===== src/rtl/spi_flash_responder.sv =====
//==============================================================================
// Module      : spi_flash_responder
// Description : SPI mode-0 target emulating the command layer of a serial NOR
//               flash. spi_clk/spi_cs/spi_di are oversampled in the sclk
//               domain. Opcodes are decoded, spi_do is driven, and WEL/WIP are
//               modelled with a timed chip erase.
//               Optional macro SPI_FLASH_RESPONDER_JEDEC_EN enables the 9Fh
//               JEDEC ID response. Without it, 9Fh is sunk and reads FFh.
// Revision    : 1.0 - initial release
//==============================================================================
`default_nettype none

module spi_flash_responder #(
    parameter int          ERASE_CYCLES = 2000,
    parameter logic [7:0]  MFR_ID       = 8'hEF,
    parameter logic [15:0] DEV_ID       = 16'h4017
) (
    input  logic       sclk,
    input  logic       rst,
    input  logic       spi_clk,
    input  logic       spi_cs,
    input  logic       spi_di,
    output logic       spi_do,
    output logic [7:0] status,
    output logic       erase_done,
    output logic       cmd_valid,
    output logic [7:0] cmd_byte
);

    localparam int                c_cnt_w      = $clog2(ERASE_CYCLES + 1);
    localparam logic [c_cnt_w-1:0] c_erase_load = c_cnt_w'(ERASE_CYCLES);

    typedef enum logic [1:0] {
        ST_IDLE = 2'd0,
        ST_CMD  = 2'd1,
        ST_RESP = 2'd2,
        ST_SINK = 2'd3
    } state_t;

    state_t             state_q, state_d;
    logic [2:0]         cs_sync_q, cs_sync_d;
    logic [2:0]         clk_sync_q, clk_sync_d;
    logic [1:0]         di_sync_q, di_sync_d;
    logic [3:0]         bit_cnt_q, bit_cnt_d;
    logic [6:0]         shift_q, shift_d;
    logic [7:0]         tx_q, tx_d;
    logic [2:0]         tx_cnt_q, tx_cnt_d;
    logic               spi_do_q, spi_do_d;
    logic               wel_q, wel_d;
    logic               wip_q, wip_d;
    logic [c_cnt_w-1:0] erase_cnt_q, erase_cnt_d;
    logic               erase_done_q, erase_done_d;
    logic               cmd_valid_q, cmd_valid_d;
    logic [7:0]         cmd_byte_q, cmd_byte_d;

    logic               w_cs_rise, w_cs_fall, w_clk_rise, w_clk_fall;
    logic [7:0]         w_rx_byte, w_status, w_first_byte, w_next_byte;
    logic               w_is_resp;

    // Edge detection on the 2nd/3rd synchronizer stages
    assign w_cs_rise  =  cs_sync_q[1] & ~cs_sync_q[2];
    assign w_cs_fall  = ~cs_sync_q[1] &  cs_sync_q[2];
    assign w_clk_rise =  clk_sync_q[1] & ~clk_sync_q[2];
    assign w_clk_fall = ~clk_sync_q[1] &  clk_sync_q[2];
    assign w_rx_byte  = {shift_q, di_sync_q[1]};
    assign w_status   = {6'b0, wel_q, wip_q};

`ifdef SPI_FLASH_RESPONDER_JEDEC_EN
    logic       resp_id_q, resp_id_d;
    logic [1:0] byte_idx_q, byte_idx_d;
    logic [7:0] w_id_byte;

    // Select the ID byte for the current position in the 9Fh response
    always_comb begin
        w_id_byte = 8'h00;
        case (byte_idx_q)
            2'd0:    w_id_byte = MFR_ID;
            2'd1:    w_id_byte = DEV_ID[15:8];
            2'd2:    w_id_byte = DEV_ID[7:0];
            default: w_id_byte = 8'h00;
        endcase
    end

    assign w_is_resp    = (w_rx_byte == 8'h05) || (w_rx_byte == 8'h9F);
    assign w_first_byte = (w_rx_byte == 8'h9F) ? MFR_ID : w_status;
    assign w_next_byte  = resp_id_q ? w_id_byte : w_status;
`else
    logic w_unused_id;
    assign w_unused_id  = ^{MFR_ID, DEV_ID};
    assign w_is_resp    = (w_rx_byte == 8'h05);
    assign w_first_byte = w_status;
    assign w_next_byte  = w_status;
`endif

    // Next-state logic: synchronizers, erase timer, frame FSM and commits
    always_comb begin
        cs_sync_d    = {cs_sync_q[1:0], spi_cs};
        clk_sync_d   = {clk_sync_q[1:0], spi_clk};
        di_sync_d    = {di_sync_q[0], spi_di};
        state_d      = state_q;
        bit_cnt_d    = bit_cnt_q;
        shift_d      = shift_q;
        tx_d         = tx_q;
        tx_cnt_d     = tx_cnt_q;
        spi_do_d     = spi_do_q;
        wel_d        = wel_q;
        wip_d        = wip_q;
        erase_cnt_d  = erase_cnt_q;
        erase_done_d = 1'b0;
        cmd_valid_d  = 1'b0;
        cmd_byte_d   = cmd_byte_q;
`ifdef SPI_FLASH_RESPONDER_JEDEC_EN
        resp_id_d    = resp_id_q;
        byte_idx_d   = byte_idx_q;
`endif

        // Erase timer; completion clears both WIP and WEL
        if (wip_q) begin
            if (erase_cnt_q <= c_cnt_w'(1)) begin
                erase_cnt_d  = '0;
                wip_d        = 1'b0;
                wel_d        = 1'b0;
                erase_done_d = 1'b1;
            end else begin
                erase_cnt_d = erase_cnt_q - c_cnt_w'(1);
            end
        end

        if (cs_sync_q[1]) begin
            // Deselected: force idle. A cs rise commits only a clean 8-bit
            // frame, and never while busy (this also drops a frame whose
            // cs rise coincides with erase completion).
            state_d   = ST_IDLE;
            bit_cnt_d = 4'd0;
            spi_do_d  = 1'b1;
            if (w_cs_rise && !wip_q && (bit_cnt_q == 4'd8) &&
                ((state_q == ST_RESP) || (state_q == ST_SINK))) begin
                case (cmd_byte_q)
                    8'h06: wel_d = 1'b1;
                    8'h04: wel_d = 1'b0;
                    8'hC7, 8'h60: begin
                        if (wel_q) begin
                            wip_d       = 1'b1;
                            erase_cnt_d = c_erase_load;
                        end
                    end
                    default: ;
                endcase
            end
        end else begin
            case (state_q)
                ST_IDLE: begin
                    if (w_cs_fall) begin
                        state_d   = ST_CMD;
                        bit_cnt_d = 4'd0;
                    end
                end
                ST_CMD: begin
                    if (w_clk_rise) begin
                        shift_d   = w_rx_byte[6:0];
                        bit_cnt_d = bit_cnt_q + 4'd1;
                        if (bit_cnt_q == 4'd7) begin
                            cmd_byte_d  = w_rx_byte;
                            cmd_valid_d = 1'b1;
                            if (w_is_resp) begin
                                state_d  = ST_RESP;
                                tx_d     = w_first_byte;
                                tx_cnt_d = 3'd0;
`ifdef SPI_FLASH_RESPONDER_JEDEC_EN
                                resp_id_d  = (w_rx_byte == 8'h9F);
                                byte_idx_d = 2'd1;
`endif
                            end else begin
                                state_d = ST_SINK;
                            end
                        end
                    end
                end
                ST_RESP: begin
                    if (w_clk_rise && (bit_cnt_q != 4'd9)) begin
                        bit_cnt_d = bit_cnt_q + 4'd1;
                    end
                    if (w_clk_fall) begin
                        spi_do_d = tx_q[7];
                        tx_cnt_d = tx_cnt_q + 3'd1;
                        if (tx_cnt_q == 3'd7) begin
                            tx_d = w_next_byte;
`ifdef SPI_FLASH_RESPONDER_JEDEC_EN
                            if (byte_idx_q != 2'd3) begin
                                byte_idx_d = byte_idx_q + 2'd1;
                            end
`endif
                        end else begin
                            tx_d = {tx_q[6:0], 1'b0};
                        end
                    end
                end
                default: begin
                    spi_do_d = 1'b1;
                    if (w_clk_rise && (bit_cnt_q != 4'd9)) begin
                        bit_cnt_d = bit_cnt_q + 4'd1;
                    end
                end
            endcase
        end
    end

    // State registers with synchronous reset
    always_ff @(posedge sclk) begin
        if (rst) begin
            cs_sync_q    <= 3'b111;
            clk_sync_q   <= 3'b000;
            di_sync_q    <= 2'b00;
            state_q      <= ST_IDLE;
            bit_cnt_q    <= 4'd0;
            shift_q      <= 7'd0;
            tx_q         <= 8'd0;
            tx_cnt_q     <= 3'd0;
            spi_do_q     <= 1'b1;
            wel_q        <= 1'b0;
            wip_q        <= 1'b0;
            erase_cnt_q  <= '0;
            erase_done_q <= 1'b0;
            cmd_valid_q  <= 1'b0;
            cmd_byte_q   <= 8'd0;
`ifdef SPI_FLASH_RESPONDER_JEDEC_EN
            resp_id_q    <= 1'b0;
            byte_idx_q   <= 2'd0;
`endif
        end else begin
            cs_sync_q    <= cs_sync_d;
            clk_sync_q   <= clk_sync_d;
            di_sync_q    <= di_sync_d;
            state_q      <= state_d;
            bit_cnt_q    <= bit_cnt_d;
            shift_q      <= shift_d;
            tx_q         <= tx_d;
            tx_cnt_q     <= tx_cnt_d;
            spi_do_q     <= spi_do_d;
            wel_q        <= wel_d;
            wip_q        <= wip_d;
            erase_cnt_q  <= erase_cnt_d;
            erase_done_q <= erase_done_d;
            cmd_valid_q  <= cmd_valid_d;
            cmd_byte_q   <= cmd_byte_d;
`ifdef SPI_FLASH_RESPONDER_JEDEC_EN
            resp_id_q    <= resp_id_d;
            byte_idx_q   <= byte_idx_d;
`endif
        end
    end

    assign spi_do     = spi_do_q;
    assign status     = w_status;
    assign erase_done = erase_done_q;
    assign cmd_valid  = cmd_valid_q;
    assign cmd_byte   = cmd_byte_q;

endmodule

`default_nettype wire


===== config.mk =====
export PLATFORM = sky130hd
export DESIGN_NAME = spi_flash_responder
export DESIGN_NICKNAME = d
export VERILOG_FILES = /design/src/rtl/spi_flash_responder.sv
export SDC_FILE = /design/constraint.sdc
export NUM_CORES = 1
export LEC_CHECK = 0
export BUFFER_PORTS_ARGS = -buffer_cell sky130_fd_sc_hd__buf_2
export CAP_MARGIN = 20
export CORE_AREA = 2 2 127 67
export CTS_CLUSTER_SIZE = 30
export DETAILED_ROUTE_END_ITERATION = 8
export DIE_AREA = 0 0 129 69
export GPL_TIMING_DRIVEN = 0
export PLACE_DENSITY = 0.59
export SLEW_MARGIN = 20
export SYNTH_ARGS = -nofsm -noshare
export SYNTH_HDL_FRONTEND = slang
export SYNTH_SLANG_ARGS = --single-unit

===== constraint.sdc =====
create_clock -name sclk -period 2.45 [get_ports sclk]
set_input_delay 0.1225 -clock sclk [delete_from_list [all_inputs] [get_ports sclk]]
set_output_delay 0.1225 -clock sclk [all_outputs]
set_load 0.02 [all_outputs]

Word level (Yosys, flattened, before mapping)
Index checks and enable logic that the tools add are counted.
- add/sub/neg operators: 3
- magnitude comparators: 1
- equal/unequal tests: 17
- muxes and demuxes: 41
- bitwise gates (word level): 12
- reduce and logical (&&, ||, !) cells: 21
- operators with widths (kind ; number):
    two-way mux 11 bit ; 6
    two-way mux 8 bit ; 5
    == test 8 x 3 -> 1 bit (second input constant) ; 3
    case mux 8 bit (2 select lines) ; 1
    two-way mux 1 bit ; 14
    two-way mux 3 bit ; 4
    two-way mux 4 bit ; 3
    less-or-equal comparator 11 x 1 -> 1 bit (second input constant) ; 1
    subtractor 11 x 1 -> 11 bit (second input constant) ; 1
    inequality test 2 bit (second input constant) ; 5
    == test 8 x 7 -> 1 bit (second input constant) ; 1
    == test 8 bit (second input constant) ; 1
    NOT 1 bit ; 8
    case mux 4 bit (2 select lines) ; 1
    AND reduction 4 bit ; 2
    OR reduction 2 bit ; 4
    two-way mux 2 bit ; 3
    case mux 3 bit (2 select lines) ; 1
    AND reduction 3 bit ; 2
    AND reduction 6 bit ; 1
    adder 4 x 1 -> 4 bit (second input constant) ; 1
    AND 1 bit ; 4
    == test 2 bit (second input constant) ; 2
    == test 4 x 3 -> 1 bit (second input constant) ; 1
    other kinds (15) ; 20
- register bits after elaboration: 56
- input port bits: 5
- output and inout port bits: 19

Depth between registers and ports, before layout
- depth in word-level cells: 7
- gate-level depth with buffers: 6

Least setup slack after synthesis
Ideal clock, no wire load.
- path type: reg-to-reg
- start point: register erase_cnt_q[1]
- end point: register erase_cnt_q[8]
- library setup time: 0.074 ns
- arrival time: 1.721 ns
- setup slack: 0.654 ns
- cell stages (with the launch flop): 7
- period minus slack after synthesis: 1.796 ns
- path through: dfxtp_1 > inv_1 > ha_1 > nor3b_1 > nand2_1 > or4b_2 > a31oi_1
- cells in the longest elaborated chain, start to end: 7
- RTL lines (item ; RTL line ; source):
    start, declared ; 51 ; logic [c_cnt_w-1:0] erase_cnt_q, erase_cnt_d;
    start signal, assigned ; 242 ; erase_cnt_q <= erase_cnt_d;
    subtractor 11 x 1 -> 11 bit or less-or-equal comparator 11 x 1 -> 1 bit (tied branches) ; 125, 119 ;
    two-way mux 11 bit (*) ; 119 ; if (erase_cnt_q <= c_cnt_w'(1)) begin
    two-way mux 11 bit (*) ; 118 ; if (wip_q) begin
    two-way mux 11 bit ; 142 ; if (wel_q) begin
    two-way mux 11 bit ; 138 ; case (cmd_byte_q)
    two-way mux 11 bit ; 136 ; if (w_cs_rise && !wip_q && (bit_cnt_q == 4'd8) &&
    two-way mux 11 bit (*) ; 129 ; if (cs_sync_q[1]) begin
Mark *: on every way between the ends. The rest lies on a longest branch, timed or not.
A chain may end at the register's enable or synchronous reset.

Final worst setup path
- start point: register shift_q[0]
- end point: register tx_q[1]
- cells in the longest elaborated chain, start to end: 3
- RTL lines (item ; RTL line ; source):
    start, declared ; 45 ; logic [6:0] shift_q, shift_d;
    start signal, assigned ; 236 ; shift_q <= shift_d;
    == test 8 x 3 -> 1 bit ; 90 ; assign w_is_resp = (w_rx_byte == 8'h05);
    inequality test 2 bit (no source line) ; - ;
    AND reduction 6 bit (no source line) ; - ;
    end signal, assigned ; 237 ; tx_q <= tx_d;
    end, declared ; 46 ; logic [7:0] tx_q, tx_d;
Every way passes these cells.

==> parameters.txt <==
Parameter                              Value

Outcome
  Result of the run ... completed

Timing
  Fin crit share ... 0.903
  Highest achievable clock rate ... 0.452 GHz
  Final count of hold timing violations ... 0
  Worst Hold Slack ... 11.2 ps
  Post-Route Skew ... 4.12 ps
  Worst Max-Slew Pin Slew ... 768 ps
  Max Slew Vio Count ... 0
  Final count of negative-setup-slack endpoints ... 0
  Tightest slew margin relative to the limit ... 0.485
  Time the worst path needs with I/O delays and setup ... 2210 ps
  Accumulated negative setup slack ... 0 ps
  RSZ-0062 raised after global routing ... false

Cells and area
  Fill count ... 794
  Most frequent standard cell in the layout excluding fill and tap cells ... sky130_fd_sc_hd__dfxtp_1
  Most frequent cells in the layout ... sky130_fd_sc_hd__dfxtp_1, sky130_fd_sc_hd__mux2i_1, sky130_fd_sc_hd__nor2_1
  Total Nets Final ... 318
  Layout cells sized above 1 ... 0.193
  Relative area change from synthesis to final layout ... 14.2%
  Diodes inserted ... 0

Detailed routing
  Antenna Nets Post-Route ... 0
  Total number of vias ... 2052
  Drc violations ... 0
  Detailed Route WL ... 5710 um
  Drt pass-1 iters ... 4
  Wirelength per Cell ... 13.7 um
  Violation count after the first detailed-routing iteration ... 165
  Drt via density ... 4.91

Power and ir drop
  Worst IR drop on VDD ... 0.000280 V
  Leakage power ... 1.09 nW
  Power per cell area ... 546 nW/um^2

Logic synthesis
  Seq/Total Area, Yosys ... 0.422
  Avg Synthesized Cell Area ... 9.60 sq um
  Post-Syn Instances ... 277
  Distinct cell type count of the synthesized netlist ... 62
  Number of synthesized flops with an enable pin ... 0
  Yosys warns ... 0
  Post-Synthesis Cell Area ... 2660 sq um
  Commonest register cell after synthesis ... sky130_fd_sc_hd__dfxtp_1
  Number of register bits inferred by synthesis ... 56
  Async set or reset register ratio after synthesis ... 0

Critical path
  Crit end category ... flip-flop
  Worst-path fanout max ... 7
  Worst stage delay on the critical path ... 560 ps
  Ordered list of cells on the worst path ... nor4_1 > nand4_1 > a211oi_4 > mux2_2
  Kind of start point of the critical path ... flip-flop
  Startpoint-to-endpoint class of the critical path ... reg -> reg
  Arrival @ worst endpoint ... 2390 ps
  Required time at the endpoint of the critical path ... 2630 ps
  Slowest cell on the critical path ... sky130_fd_sc_hd__a211oi_4

Clock tree
  Maximum level of the CTS H-tree ... 2
  CTS tree ... built
  Clock-pin slew on the worst setup and hold paths ... 70 ps
  Cell chosen for the clock root ... sky130_fd_sc_hd__clkbuf_16
  Hold-fix buffer count after cts ... 0
  Number of post-CTS setup repair buffers ... 0
  CTS max path bufs ... 2
  CTS resizes ... 0
  Clock insertion delay at the later pin of the skew report ... 290 ps
  CTS Buf Count ... 5
  Clock net sink count ... 56

GRT
  Number of antenna violations at the first check in global routing ... 0
  Vias in the first global route ... 1818
  Global-route wire length before repair ... 9720 um
  Met2 track utilization from global routing ... 0.168
  Largest net degree at the start of global routing ... 16
  GR Util All Layers ... 0.139
  Total congestion overflow after global routing ... 0
  GR Util met3 ... 0.0435
  Met1 usage ... 0.226
  Most heavily used metal layer in global routing ... met1

Worst hold path
  Type of the most critical hold path ... in -> reg

Run
  Max Cap Viol ... 0

Die
  Initial cell density of the core ... 0.341
  Total I/O pin count ... 24
  Core region area ... 7800 sq um
  Die height ... 69 um
  Horizontal extent of the die ... 129 um
  Core Rows ... 23
  Die area ... 8900 sq um

Placement
  GP Congestion ... 0.760
  # port buffers ... 17
  HPWL after detailed placement ... 4250 um
[state kept, by name, indices dropped and copies added (netlist names), 2 cells and up]
| register | count |
|---|---|
| erase_cnt_q | 11 |
| cmd_byte | 8 |
| tx_q | 8 |
| shift_q | 7 |
| bit_cnt_q | 4 |
| clk_sync_q | 3 |
| cs_sync_q | 3 |
| tx_cnt_q | 3 |
| di_sync_q | 2 |
| state_q | 2 |
[cell usage after synthesis (2+ instances only)]
| cell type | instances | area [sq um] |
|---|---|---|
| sky130_fd_sc_hd__dfxtp_1 | 56 | 1120 |
| sky130_fd_sc_hd__mux2i_1 | 25 | 250 |
| sky130_fd_sc_hd__nor2_1 | 24 | 90.1 |
| sky130_fd_sc_hd__nand2_1 | 17 | 63.8 |
| sky130_fd_sc_hd__nor2b_1 | 11 | 68.8 |
| sky130_fd_sc_hd__nand3_1 | 10 | 50.1 |
| sky130_fd_sc_hd__buf_4 | 8 | 60.1 |
| sky130_fd_sc_hd__nor4_1 | 8 | 50.1 |
| sky130_fd_sc_hd__a21oi_1 | 7 | 35.0 |
| sky130_fd_sc_hd__ha_1 | 7 | 87.6 |
| sky130_fd_sc_hd__inv_1 | 7 | 26.3 |
| sky130_fd_sc_hd__nand2b_1 | 7 | 43.8 |
| sky130_fd_sc_hd__buf_2 | 5 | 25.0 |
| sky130_fd_sc_hd__clkbuf_1 | 5 | 18.8 |
| sky130_fd_sc_hd__nor3_1 | 5 | 25.0 |
| sky130_fd_sc_hd__nor3b_1 | 5 | 37.5 |
| sky130_fd_sc_hd__a31oi_1 | 4 | 25.0 |
| sky130_fd_sc_hd__nand3b_1 | 4 | 30.0 |
| sky130_fd_sc_hd__a211oi_1 | 3 | 22.5 |
| sky130_fd_sc_hd__o21ai_0 | 3 | 15.0 |
| sky130_fd_sc_hd__or2_2 | 3 | 18.8 |
| sky130_fd_sc_hd__or4_1 | 3 | 22.5 |
| sky130_fd_sc_hd__a32o_1 | 2 | 20.0 |
| sky130_fd_sc_hd__and2_1 | 2 | 12.5 |
| sky130_fd_sc_hd__nand4_1 | 2 | 12.5 |
| sky130_fd_sc_hd__nand4bb_1 | 2 | 22.5 |
| sky130_fd_sc_hd__o21a_1 | 2 | 15.0 |
| sky130_fd_sc_hd__o21ba_2 | 2 | 20.0 |
| sky130_fd_sc_hd__o31ai_1 | 2 | 15.0 |
| sky130_fd_sc_hd__or3_1 | 2 | 12.5 |
| sky130_fd_sc_hd__or4_4 | 2 | 22.5 |
| sky130_fd_sc_hd__or4b_2 | 2 | 20.0 |
[cell families (layout without fill, tap and decap cells)]
family	after synthesis	count (layout)	share of synthesized area
other	1	6	0.00141
AND/OR/NAND/NOR	120	120	0.270
buffers and inverters	28	52	0.0598
AO/OA/AOI/OAI	37	37	0.109
flip-flops	56	56	0.422
multiplexers	26	26	0.0984
XOR/XNOR	2	2	0.00659
adder cells (fa/ha/maj)	7	7	0.0329
[metal layers]
layer	up-vias	part of all wire
li1	1046	-
met1	963	0.58
met2	36	0.36
met3	7	0.055
met4	0	0.011
met5	-	0
[area by class of cell]
class | count | area (sq um) | area share
buffer | 20 | 129 | 0.0424
clock buffer | 6 | 129 | 0.0424
clock inverter | 1 | 5.00 | 0.00165
inverter | 8 | 30.0 | 0.00989
multi-input combinational | 198 | 1400 | 0.460
sequential | 56 | 1120 | 0.369
tap | 112 | 140 | 0.0461
timing repair buffer | 17 | 85.1 | 0.0280
[worst paths after layout]
| kind | endpoint | start | slack, ps | cells after the start |
|---|---|---|---|---|
| max reg2reg | tx_q[1] | shift_q[0] | 240 | 4 |
| min reg2reg | cs_sync_q[1] | cs_sync_q[0] | 410 | 1 |
| max | tx_q[1] | shift_q[0] | 240 | 4 |
| min | cs_sync_q[0] | spi_cs | 10 | 2 |
[where the power goes]
| part | leakage (nW) | internal, mW | switching, mW |
|---|---|---|---|
| Sequential | 0.453 | 0.916 | 0.00259 |
| Combinational | 0.569 | 0.0205 | 0.0382 |
| Clock | 0.0667 | 0.372 | 0.310 |
| Total | 1.09 | 1.31 | 0.351 |
[metrics by stage]
stage          power, mW  instances  setup slack (ps)   util  cell area, sq um
2_1_floorplan      0.983        282               654      -              2680
3_3_place_gp       0.998        411               332  0.372              2900
3_5_place_dp       0.998        411               326  0.372              2900
4_1_cts             1.68        418               292  0.389              3040
5_1_grt             1.73        418               225  0.389              3040
6_report            1.66        418               238  0.389              3040
[critical path, delay by kind of cell (launching register included)]
kind | cells | cell delay [ps]
mux | 1 | 390
compound gates | 1 | 560
flops | 1 | 340
simple gates | 2 | 810
No activity file was read; power rests on OpenSTA's default activity.
